===== src/rtl/module_bin2bcd_display.sv =====
// Sequential double-dabble binary-to-BCD converter feeding the 8-digit scan display.
// One shift per clock; bcd_o only changes on completion so the display never shows partial results.
module module_bin2bcd_display #(
    parameter int BITS_BIN = 27,
    parameter int DIGITS   = 8
) (
    input  logic                  clk_10Mhz_i,
    input  logic                  rst_n_i,
    input  logic                  start_i,
    input  logic [BITS_BIN-1:0]   binary_i,
    output logic [4*DIGITS-1:0]   bcd_o,
    output logic                  busy_o,
    output logic                  done_o,
    output logic                  overflow_o
);

    localparam int BCD_W = 4 * DIGITS;
    localparam int CNT_W = $clog2(BITS_BIN);
    localparam logic [BITS_BIN-1:0] MAX_VAL = BITS_BIN'((10 ** DIGITS) - 1);
    localparam logic [CNT_W-1:0]    LAST_CNT = CNT_W'(BITS_BIN - 1);

    typedef enum logic [1:0] {
        IDLE  = 2'd0,
        SHIFT = 2'd1,
        DONE  = 2'd2
    } state_t;

    state_t              state_q, state_d;
    logic [BITS_BIN-1:0] shift_q, shift_d;
    logic [BCD_W-1:0]    scratch_q, scratch_d;
    logic [BCD_W-1:0]    scratch_adj;
    logic [CNT_W-1:0]    cnt_q, cnt_d;
    logic                err_q, err_d;
    logic [BCD_W-1:0]    bcd_q, bcd_d;
    logic                done_q, done_d;
    logic                overflow_q, overflow_d;

    // Add-3 correction applied independently to every digit before the shift.
    always_comb begin
        scratch_adj = scratch_q;
        for (int i = 0; i < DIGITS; i++) begin
            if (scratch_q[4*i +: 4] >= 4'd5) begin
                scratch_adj[4*i +: 4] = scratch_q[4*i +: 4] + 4'd3;
            end
        end
    end

    always_comb begin
        state_d    = state_q;
        shift_d    = shift_q;
        scratch_d  = scratch_q;
        cnt_d      = cnt_q;
        err_d      = err_q;
        bcd_d      = bcd_q;
        done_d     = 1'b0;
        overflow_d = overflow_q;

        case (state_q)
            IDLE: begin
                if (start_i) begin
                    shift_d   = binary_i;
                    scratch_d = '0;
                    cnt_d     = '0;
                    err_d     = (binary_i > MAX_VAL);
                    state_d   = SHIFT;
                end
            end
            SHIFT: begin
                // An out-of-range value spends one evaluation cycle here without shifting.
                if (err_q) begin
                    state_d = DONE;
                end else begin
                    scratch_d = {scratch_adj[BCD_W-2:0], shift_q[BITS_BIN-1]};
                    shift_d   = {shift_q[BITS_BIN-2:0], 1'b0};
                    cnt_d     = cnt_q + 1'b1;
                    if (cnt_q == LAST_CNT) begin
                        cnt_d   = '0;
                        state_d = DONE;
                    end
                end
            end
            DONE: begin
                bcd_d      = err_q ? {DIGITS{4'hE}} : scratch_q;
                overflow_d = err_q;
                done_d     = 1'b1;
                state_d    = IDLE;
            end
            default: begin
                state_d = IDLE;
            end
        endcase
    end

    always_ff @(posedge clk_10Mhz_i or negedge rst_n_i) begin
        if (!rst_n_i) begin
            state_q    <= IDLE;
            shift_q    <= '0;
            scratch_q  <= '0;
            cnt_q      <= '0;
            err_q      <= 1'b0;
            bcd_q      <= '0;
            done_q     <= 1'b0;
            overflow_q <= 1'b0;
        end else begin
            state_q    <= state_d;
            shift_q    <= shift_d;
            scratch_q  <= scratch_d;
            cnt_q      <= cnt_d;
            err_q      <= err_d;
            bcd_q      <= bcd_d;
            done_q     <= done_d;
            overflow_q <= overflow_d;
        end
    end

    assign bcd_o      = bcd_q;
    assign busy_o     = (state_q != IDLE);
    assign done_o     = done_q;
    assign overflow_o = overflow_q;

endmodule

===== config.mk =====
export PLATFORM = sky130hd
export DESIGN_NAME = module_bin2bcd_display
export DESIGN_NICKNAME = d
export VERILOG_FILES = /design/src/rtl/module_bin2bcd_display.sv
export SDC_FILE = /design/constraint.sdc
export NUM_CORES = 1
export LEC_CHECK = 0
export ABC_AREA = 1
export CORE_MARGIN = 4
export CORE_UTILIZATION = 40
export DETAILED_ROUTE_END_ITERATION = 8
export GPL_TIMING_DRIVEN = 0
export PLACE_DENSITY = 0.61
export SYNTH_ARGS = -nofsm -noshare
export SYNTH_HDL_FRONTEND = slang
export SYNTH_SLANG_ARGS = --single-unit

===== constraint.sdc =====
create_clock -name clk_10Mhz_i -period 1.5 [get_ports clk_10Mhz_i]
set_input_delay 0.3 -clock clk_10Mhz_i [delete_from_list [all_inputs] [get_ports clk_10Mhz_i]]
set_output_delay 0.3 -clock clk_10Mhz_i [all_outputs]
set_load 0.005 [all_outputs]

Word level (Yosys, flattened, before mapping)
Cells that the tools add are included.
Word-level totals
  register bits after elaboration: 101
  logic and storage cells: 62
  output and inout port bits: 35
  input port bits: 30
Cells by class
  order comparisons: 9
  multiplexer cells: 24
  eq/ne operators: 6
  add/subtract/negate cells: 9
  reduce and logical (&&, ||, !) cells: 6
Operators with widths (count)
  $mux 32: 3
  $pmux 32 s2: 1
  $mux 27: 2
  $pmux 27 s2: 1
  $ge 4x3->1 const B: 8
  $add 4x2->4 const B: 7
  $mux 4: 7
  $gt 27x27->1 const B: 1
  $mux 5: 3
  $pmux 5 s2: 1
  $mux 2: 3
  $add 5x1->5 const B: 1
  $eq 5x5->1 const B: 1
  $ne 2x2->1 const B: 2
  $pmux 2 s2: 1
  $reduce_and 2->1: 2
  $reduce_bool 2->1: 2
  $add 3x2->3 const B: 1
  $mux 3: 1
  $ne 3x3->1 const B: 1
  $reduce_and 3->1: 1
  $eq 2x1->1 const B: 1
  $eq 2x2->1 const B: 1
  $logic_not 2->1: 1
  $mux 1: 1

Depth between registers and ports, before layout
Gate-level depths: netlist of the first run.
  depth after elaboration: 4
  mapped depth: 10
  mapped depth without buffers: 9

Worst setup path before layout of the first run
Ideal clock, no wire load.
  path kind: register to register
  from: register scratch_q[24]
  to: register scratch_q[26]
  period minus slack after synthesis: 1385 ps
  library setup time: 129 ps
  cell stages (with the launch flop): 8
  buffers on the path: 0
  required time: 1371 ps
  arrival: 1256 ps
  slack: 115 ps
  cells stage by stage: dfrtp_1 inv_1 ha_1 or2_2 nand2_1 a21oi_1 o21ai_0 o21ai_0
On the way
  word-level cells in the longest chain between the ends: 4
  elaborated cells on any way between the ends: 5
  those cells by class: add/sub (1); order compare (1); mux (3)
Ends and longest elaborated chain
  start: declaration: line 30  | logic [BCD_W-1:0] scratch_q, scratch_d;
  start signal: assignment: line 107  | scratch_q <= scratch_d;
  $add 4x2->4 or $ge 4x3->1 (tied branches): line 43, 42
  $mux 4 *: line 42  | if (scratch_q[4*i +: 4] >= 4'd5) begin
  $mux 32 *: line 70  | if (err_q) begin
  $pmux 32 s2 *: line 58  | case (state_q)
Mark *: on every way between the ends. The rest lies on a longest branch, timed or not. The select of a mux whose other input is x is not followed.
A chain may end at the register's enable or synchronous reset.

Worst setup path after layout of the first run
  from: register state_q[0]
  to: output busy_o
On the way
  word-level cells in the longest chain between the ends: 1
Ends and longest elaborated chain
  start: declaration: line 28  | state_t state_q, state_d;
  start signal: assignment: line 105  | state_q <= state_d;
  $reduce_bool 2->1: line 117  | assign busy_o = (state_q != IDLE);
  end: declaration: line 12  | output logic busy_o,
No other way between the ends.

==> results.yml, run 1 <==
synthesis:
  ys_types: 27
  syn-num-nets: 623
  synth-edff-count: 0
  synth_compound_area_share_pct: 19.2
  syn_inst: 575
  ys_top_cells_by_area: "dfrtp_1, o21ai_0, nand2_1"
  synth_adder_area_share_pct: 4.54
  synth_top_family_by_area: "compound AO/OA/AOI/OAI gates"
  ys_ff_latch: 101
  ys.flop_type: "dfrtp_1"
  yosysMostFrequentCell: "dfrtp_1"
  yosysTopAreaCell: "dfrtp_1"
  synth_xor_area_share_pct: 1.24
  synthMuxAreaShare_pct: 0
  synth.yosys.seq_area_share_pct: 51.0
  synth.top_cells.by_count: "dfrtp_1, o21ai_0, nand2_1, inv_1, a21oi_1"
  yosys_warnings: 0
  yosysTopAreaCellShare_pct: 51.0
  synth_simple_gate_area_share_pct: 15.5
  syn_area_sq_um: 4960
  async_flop_share_pct: 100
  syn_avg_cell_area_sq_um: 8.62
power:
  swShare_pct: 38.5
  vdd_drop_max_mv: 0.776
  pwr-share-comb_pct: 44.6
  leakagePower_nw: 3.00
  p_clk_share_pct: 20.7
  switchingPower_mw: 4.78
  power_density_nw_per_um2: 1920
  intPower_mw: 7.64
  seqPwrFrac_pct: 34.7
clock_network:
  cts_tree: "yes"
  htree_levels: 3
  cts-root-buf: "clkbuf_16"
  cts_made_buffers: 9
  cts.sinks: 101
  clockBufferDepth: 2
  clkTransAtPathRegs_ns: 0.07
  clkLatencyLatePin_ns: 0.36
routing:
  wirelength_microns: 12200
  drtPass1Iterations: 4
  remaining_drc_errors: 0
  avgViaCountPerCell: 5.05
  vias: 4311
  antenna_left: 0
  wl_per_cell_microns: 14.3
  drt_iter0_drc: 231
timing:
  fin_crit_ns: 1.42
  rsz0062_at_grt: "true"
  slew_viol_final: 0
  finalCritPeriodShare_pct: 94.9
  hold_violations: 0
  tightestPinTransition_ns: 0.526
  finClkSkew_ns: 0.00681
  max_freq_mhz: 703
  holdWs_ns: 0.481
  worst_slack_ns: 0.0768
  setup_viol: 0
  slew_headroom_pct: 65.0
worst_setup_path:
  slowest_stage: "dfrtp_2"
  worstPathCellList: "inv_2, nand2_1, clkdlybuf4s15_1"
  rr_endpoint: "scratch_q[22]$_DFFE_PN0P_"
  worstSetupEndpointType: "primary output"
  critPathArrivalTime_ns: 1.12
  r2r_start: "scratch_q[21]$_DFFE_PN0P_"
  worstPathRequired_ns: 1.20
  path_max_fanout: 3
  crit_type: "flop to primary output"
  setup.worst_path.start_class: "flop"
  max_stage_delay_ns: 0.45
  r2r_slack_ns: 0.08
  rr_worst_depth: 7
floorplan:
  fp.dieW_microns: 119
  core_area_sq_um: 12100
  pin_count: 65
  dieArea_sq_um: 14200
  die_h_microns: 119
  num_rows: 40
  start_util_pct: 41.1
placed_design:
  pre_cts_ws_ns: -0.255
  place_congestion: 0.878
  placedCellCount: 808
  port_buffers: 64
  hpwl_microns: 8330
outcome:
  status: "completed"
grt:
  grt_start_max_net_pins: 66
  grt_pass1_vias: 4403
  grt_pass1_wl_microns: 20900
  grt.total_usage_pct: 18.0
  grt-ovfl-total: 0
  antenna_found_initial: 0
cells_and_area:
  diodes: 0
  syn_to_final_growth_pct: 30.4
  final_nets: 728
  final_util_pct: 53.6
  drive_above_1_share_pct: 14.9
  fin_cells: 853
hold_path:
  hold_class: "primary input to asynchronous set/reset pin"
job:
  maxCapViolations: 0
## power by group through the flow
stage | sequential, mW | clock (mW) | combinational (mW)
after global placement | 4.36 | 0 | 5.06
after detailed placement | 4.38 | 0 | 5.18
after floorplan | 4.32 | 0 | 3.08
after CTS | 4.31 | 2.64 | 5.25
after global routing | 4.44 | 2.74 | 6.26
final | 4.31 | 2.57 | 5.54
## placed cells by master, fill, tap and decap left out, drive strengths merged
cell type,Yosys,routed
xor2,7,7
a21oi,46,46
a21boi,1,1
o22ai,7,7
or2,8,8
ha,18,18
nand4,12,12
clkdlybuf4s50,0,28
clkdlybuf4s15,0,1
dlymetal6s2s,0,1
o21ai,92,92
dlygate4sd3,0,1
o211ai,27,27
inv,82,84
dfrtp,101,101
bufinv,0,2
nor2,48,48
nor3,1,1
nand3,15,15
clkbuf,5,19
dlygate4sd2,0,33
a22oi,1,1
buf,16,44
nand2,88,88
## layout make-up
type                       count  area [sq um]
fill                        1142          5600
clock inverter                 4          77.6
timing repair buffer          94           865
inverter                      82           313
buffer                        21           151
multi-input combinational    371          2070
tap                          168           210
clock buffer                  12           246
sequential                   101          2530
## worst max-delay path: cells and delay by family, from the launching register on
kind / cells / cell delay [ns]
buf+inv: 2 / 0.27
flops: 1 / 0.45
simple gates: 1 / 0.05
## per-stage QoR
step / total power [mW] / TNS [ns] / cell area, sq um
after CTS: 12.2 / 0 / 6320
final: 12.4 / 0 / 6460
after global routing: 13.4 / -0.0865 / 6460
after global placement: 9.41 / -393.13 / 5810
after floorplan: 7.40 / 0 / 4960
after detailed placement: 9.56 / -12.46 / 5830
## per-layer routing
metal	global-route usage (%)	up-vias	part of all wire (%)	wire length (microns)
met5	0	-	0	0
met4	5.37	0	1.3	163
met3	4.75	13	3.9	479
met2	29.9	86	49	6030
met1	23.2	2101	45	5530
li1	-	2111	-	-
## kinds of logic (layout without fill, tap and decap cells)
group	after synthesis	in the layout
buf+inv	103	213
fa+ha+maj	18	18
flops	101	101
simple gates	172	172
xor+xnor	7	7
compound gates	174	174
## worst max path at each step
stage / start / endpoint / slack, ns / cells after the start
finish: state_q[0]$_DFFE_PN0P_ / busy_o / 0.08 / 3
CTS: state_q[1]$_DFFE_PN0P_ / scratch_q[24]$_DFFE_PN0P_ / 0.006 / 8
global route: scratch_q[24]$_DFFE_PN0P_ / scratch_q[26]$_DFFE_PN0P_ / -0.03 / 7
floorplan: scratch_q[24]$_DFFE_PN0P_ / scratch_q[26]$_DFFE_PN0P_ / 0.12 / 7
detailed placement: start_i / scratch_q[5]$_DFFE_PN0P_ / -0.26 / 6
global placement: rst_n_i / state_q[0]$_DFFE_PN0P_ / -3.79 / 1
## flip-flops by register name, indices dropped and copies added, names as in the netlist
| register | cells |
|---|---|
| overflow_o | 1 |
| bcd_o | 32 |
| shift_q | 27 |
| done_o | 1 |
| cnt_q | 5 |
| scratch_q | 32 |
| err_q | 1 |
| state_q | 2 |
## what timing repair did
item / 4_1_cts / 5_1_grt
hold buffers: 1 / 0
cloned: 0 / 1
pin swaps: 3 / 1
setup buffers: 23 / 4
hold endpoints to repair: 36 / 0
resized for setup: 43 / 43
endpoints found under the setup margin: 125 / 58
(Power assumes the default switching activity.)
==> run 2: changes to the inputs <==
--- a/config.mk
+++ b/config.mk
@@ -10,7 +10,7 @@
 export CORE_UTILIZATION = 40
 export DETAILED_ROUTE_END_ITERATION = 8
 export GPL_TIMING_DRIVEN = 0
-export PLACE_DENSITY = 0.61
+export PLACE_DENSITY = 0.62
 export SYNTH_ARGS = -nofsm -noshare
 export SYNTH_HDL_FRONTEND = slang
 export SYNTH_SLANG_ARGS = --single-unit
==> results.yml, run 2 (synthesis gave the netlist of run 1 again) <==
timing:
  hold_violations: 0
  worst_slack_ns: 0.0441
  slew_viol_final: 0
  fin_crit_ns: 1.46
  slew_headroom_pct: 61.7
  holdWs_ns: 0.481
  finClkSkew_ns: 0.00588
  rsz0062_at_grt: "true"
  finalCritPeriodShare_pct: 97.1
  setup_viol: 0
  max_freq_mhz: 687
  tightestPinTransition_ns: 0.575
worst_setup_path:
  crit_type: "flop to primary output"
  max_stage_delay_ns: 0.49
  worstPathCellList: "clkdlybuf4s50_1"
  path_max_fanout: 1
  cp-startpoint: "done_o$_DFF_PN0_"
  r2r_start: "scratch_q[17]$_DFFE_PN0P_"
  worst-path-buf-inv: 1
  critPathArrivalTime_ns: 1.16
  setup.worst_path.start_class: "flop"
  worstPathRequired_ns: 1.20
  path_delay_family: "buffers and inverters"
  slowest_stage: "clkdlybuf4s50_1"
  worstSetupEndpointType: "primary output"
power:
  vdd_drop_max_mv: 0.764
  swShare_pct: 38.9
  switchingPower_mw: 4.62
  pwr-share-comb_pct: 45.4
  seqPwrFrac_pct: 36.4
  power_density_nw_per_um2: 1860
  intPower_mw: 7.25
  p_total_mw: 11.9
  p_clk_share_pct: 18.2
  leakagePower_nw: 2.98
routing:
  avgViaCountPerCell: 4.98
  drtPass1Iterations: 4
  vias: 4217
  wirelength_microns: 11800
  antenna_left: 0
  remaining_drc_errors: 0
  drt_iter0_drc: 215
  wl_per_cell_microns: 13.9
floorplan:
  core_area_sq_um: 12100
  die_h_microns: 119
  start_util_pct: 41.1
  fp.dieW_microns: 119
  pin_count: 65
  num_rows: 40
  dieArea_sq_um: 14200
grt:
  grt_pass1_wl_microns: 20100
  grt-ovfl-total: 0
  antenna_found_initial: 0
  grt.total_usage_pct: 17.5
  grt_start_max_net_pins: 60
  grt_pass1_vias: 4220
placed_design:
  hpwl_microns: 8290
  port_buffers: 64
  pre_cts_ws_ns: -0.237
  place_congestion: 0.878
  dpl-instance-area_sq_um: 5830
clock_network:
  cts_tree: "yes"
  cts.sinks: 101
  clkTransAtPathRegs_ns: 0.06
  clkLatencyLatePin_ns: 0.35
  cts_made_buffers: 9
  clockBufferDepth: 2
  htree_levels: 3
  cts-root-buf: "clkbuf_16"
job:
  maxCapViolations: 0
cells_and_area:
  final_cell_mix: "dfrtp_1, o21ai_0, nand2_1, inv_1, nor2_1"
  drive_above_1_share_pct: 14.0
  fin_area_sq_um: 6390
  final_common_cell: "dfrtp_1"
  final_nets: 724
  syn_to_final_growth_pct: 28.8
  diodes: 0
outcome:
  status: "completed"
hold_path:
  hold_class: "primary input to asynchronous set/reset pin"
[run 2: area by class of cell]
cell class | instances | area, sq um
clock buffer | 12 | 256
multi-input combinational | 371 | 2090
buffer | 21 | 148
inverter | 82 | 310
tap | 168 | 210
fill | 1124 | 5670
sequential | 101 | 2530
timing repair buffer | 90 | 837
clock inverter | 2 | 10.0
[run 2: through the flow]
step	instances	util [%]	TNS, ns
floorplan	575	-	0
global placement	807	48.2	-387.39
detailed placement	808	48.4	-12.14
CTS	844	51.8	0
global route	847	53.0	-0.00760
finish	847	53.0	0
[run 2: timing repair]
item	4_1_cts	5_1_grt
resized for setup	35	47
pin swaps	3	4
endpoints found under the hold margin	42	0
hold buffers	1	0
buffers inserted	21	3
endpoints found under the setup margin	107	75
[run 2: routing by layer]
layer	up-vias	GRT usage, %	wire (microns)
met4	0	6.80	191
met1	2010	23.5	5490
met3	13	2.75	439
li1	2114	-	-
met5	-	0	0
met2	80	28.4	5660
[run 2: power groups by stage]
stage / combinational, mW / clock (mW) / sequential [mW]
global placement: 5.06 / 0 / 4.35
global route: 6.14 / 2.33 / 4.44
floorplan: 3.08 / 0 / 4.32
finish: 5.39 / 2.16 / 4.32
CTS: 5.26 / 2.22 / 4.31
detailed placement: 5.16 / 0 / 4.38
[run 2: worst paths after layout]
path | slack, ns | cells past startpoint | to
hold / removal | 0.48 | 2 | overflow_o$_DFFE_PN0P_
setup / recovery | 0.04 | 1 | done_o
hold reg to reg | 0.48 | 2 | bcd_o[12]$_DFFE_PN0P_
max in group asynchronous | 0.31 | 3 | state_q[0]$_DFFE_PN0P_
setup reg to reg | 0.08 | 7 | scratch_q[18]$_DFFE_PN0P_
min in group clk_10Mhz_i | 0.48 | 2 | bcd_o[12]$_DFFE_PN0P_
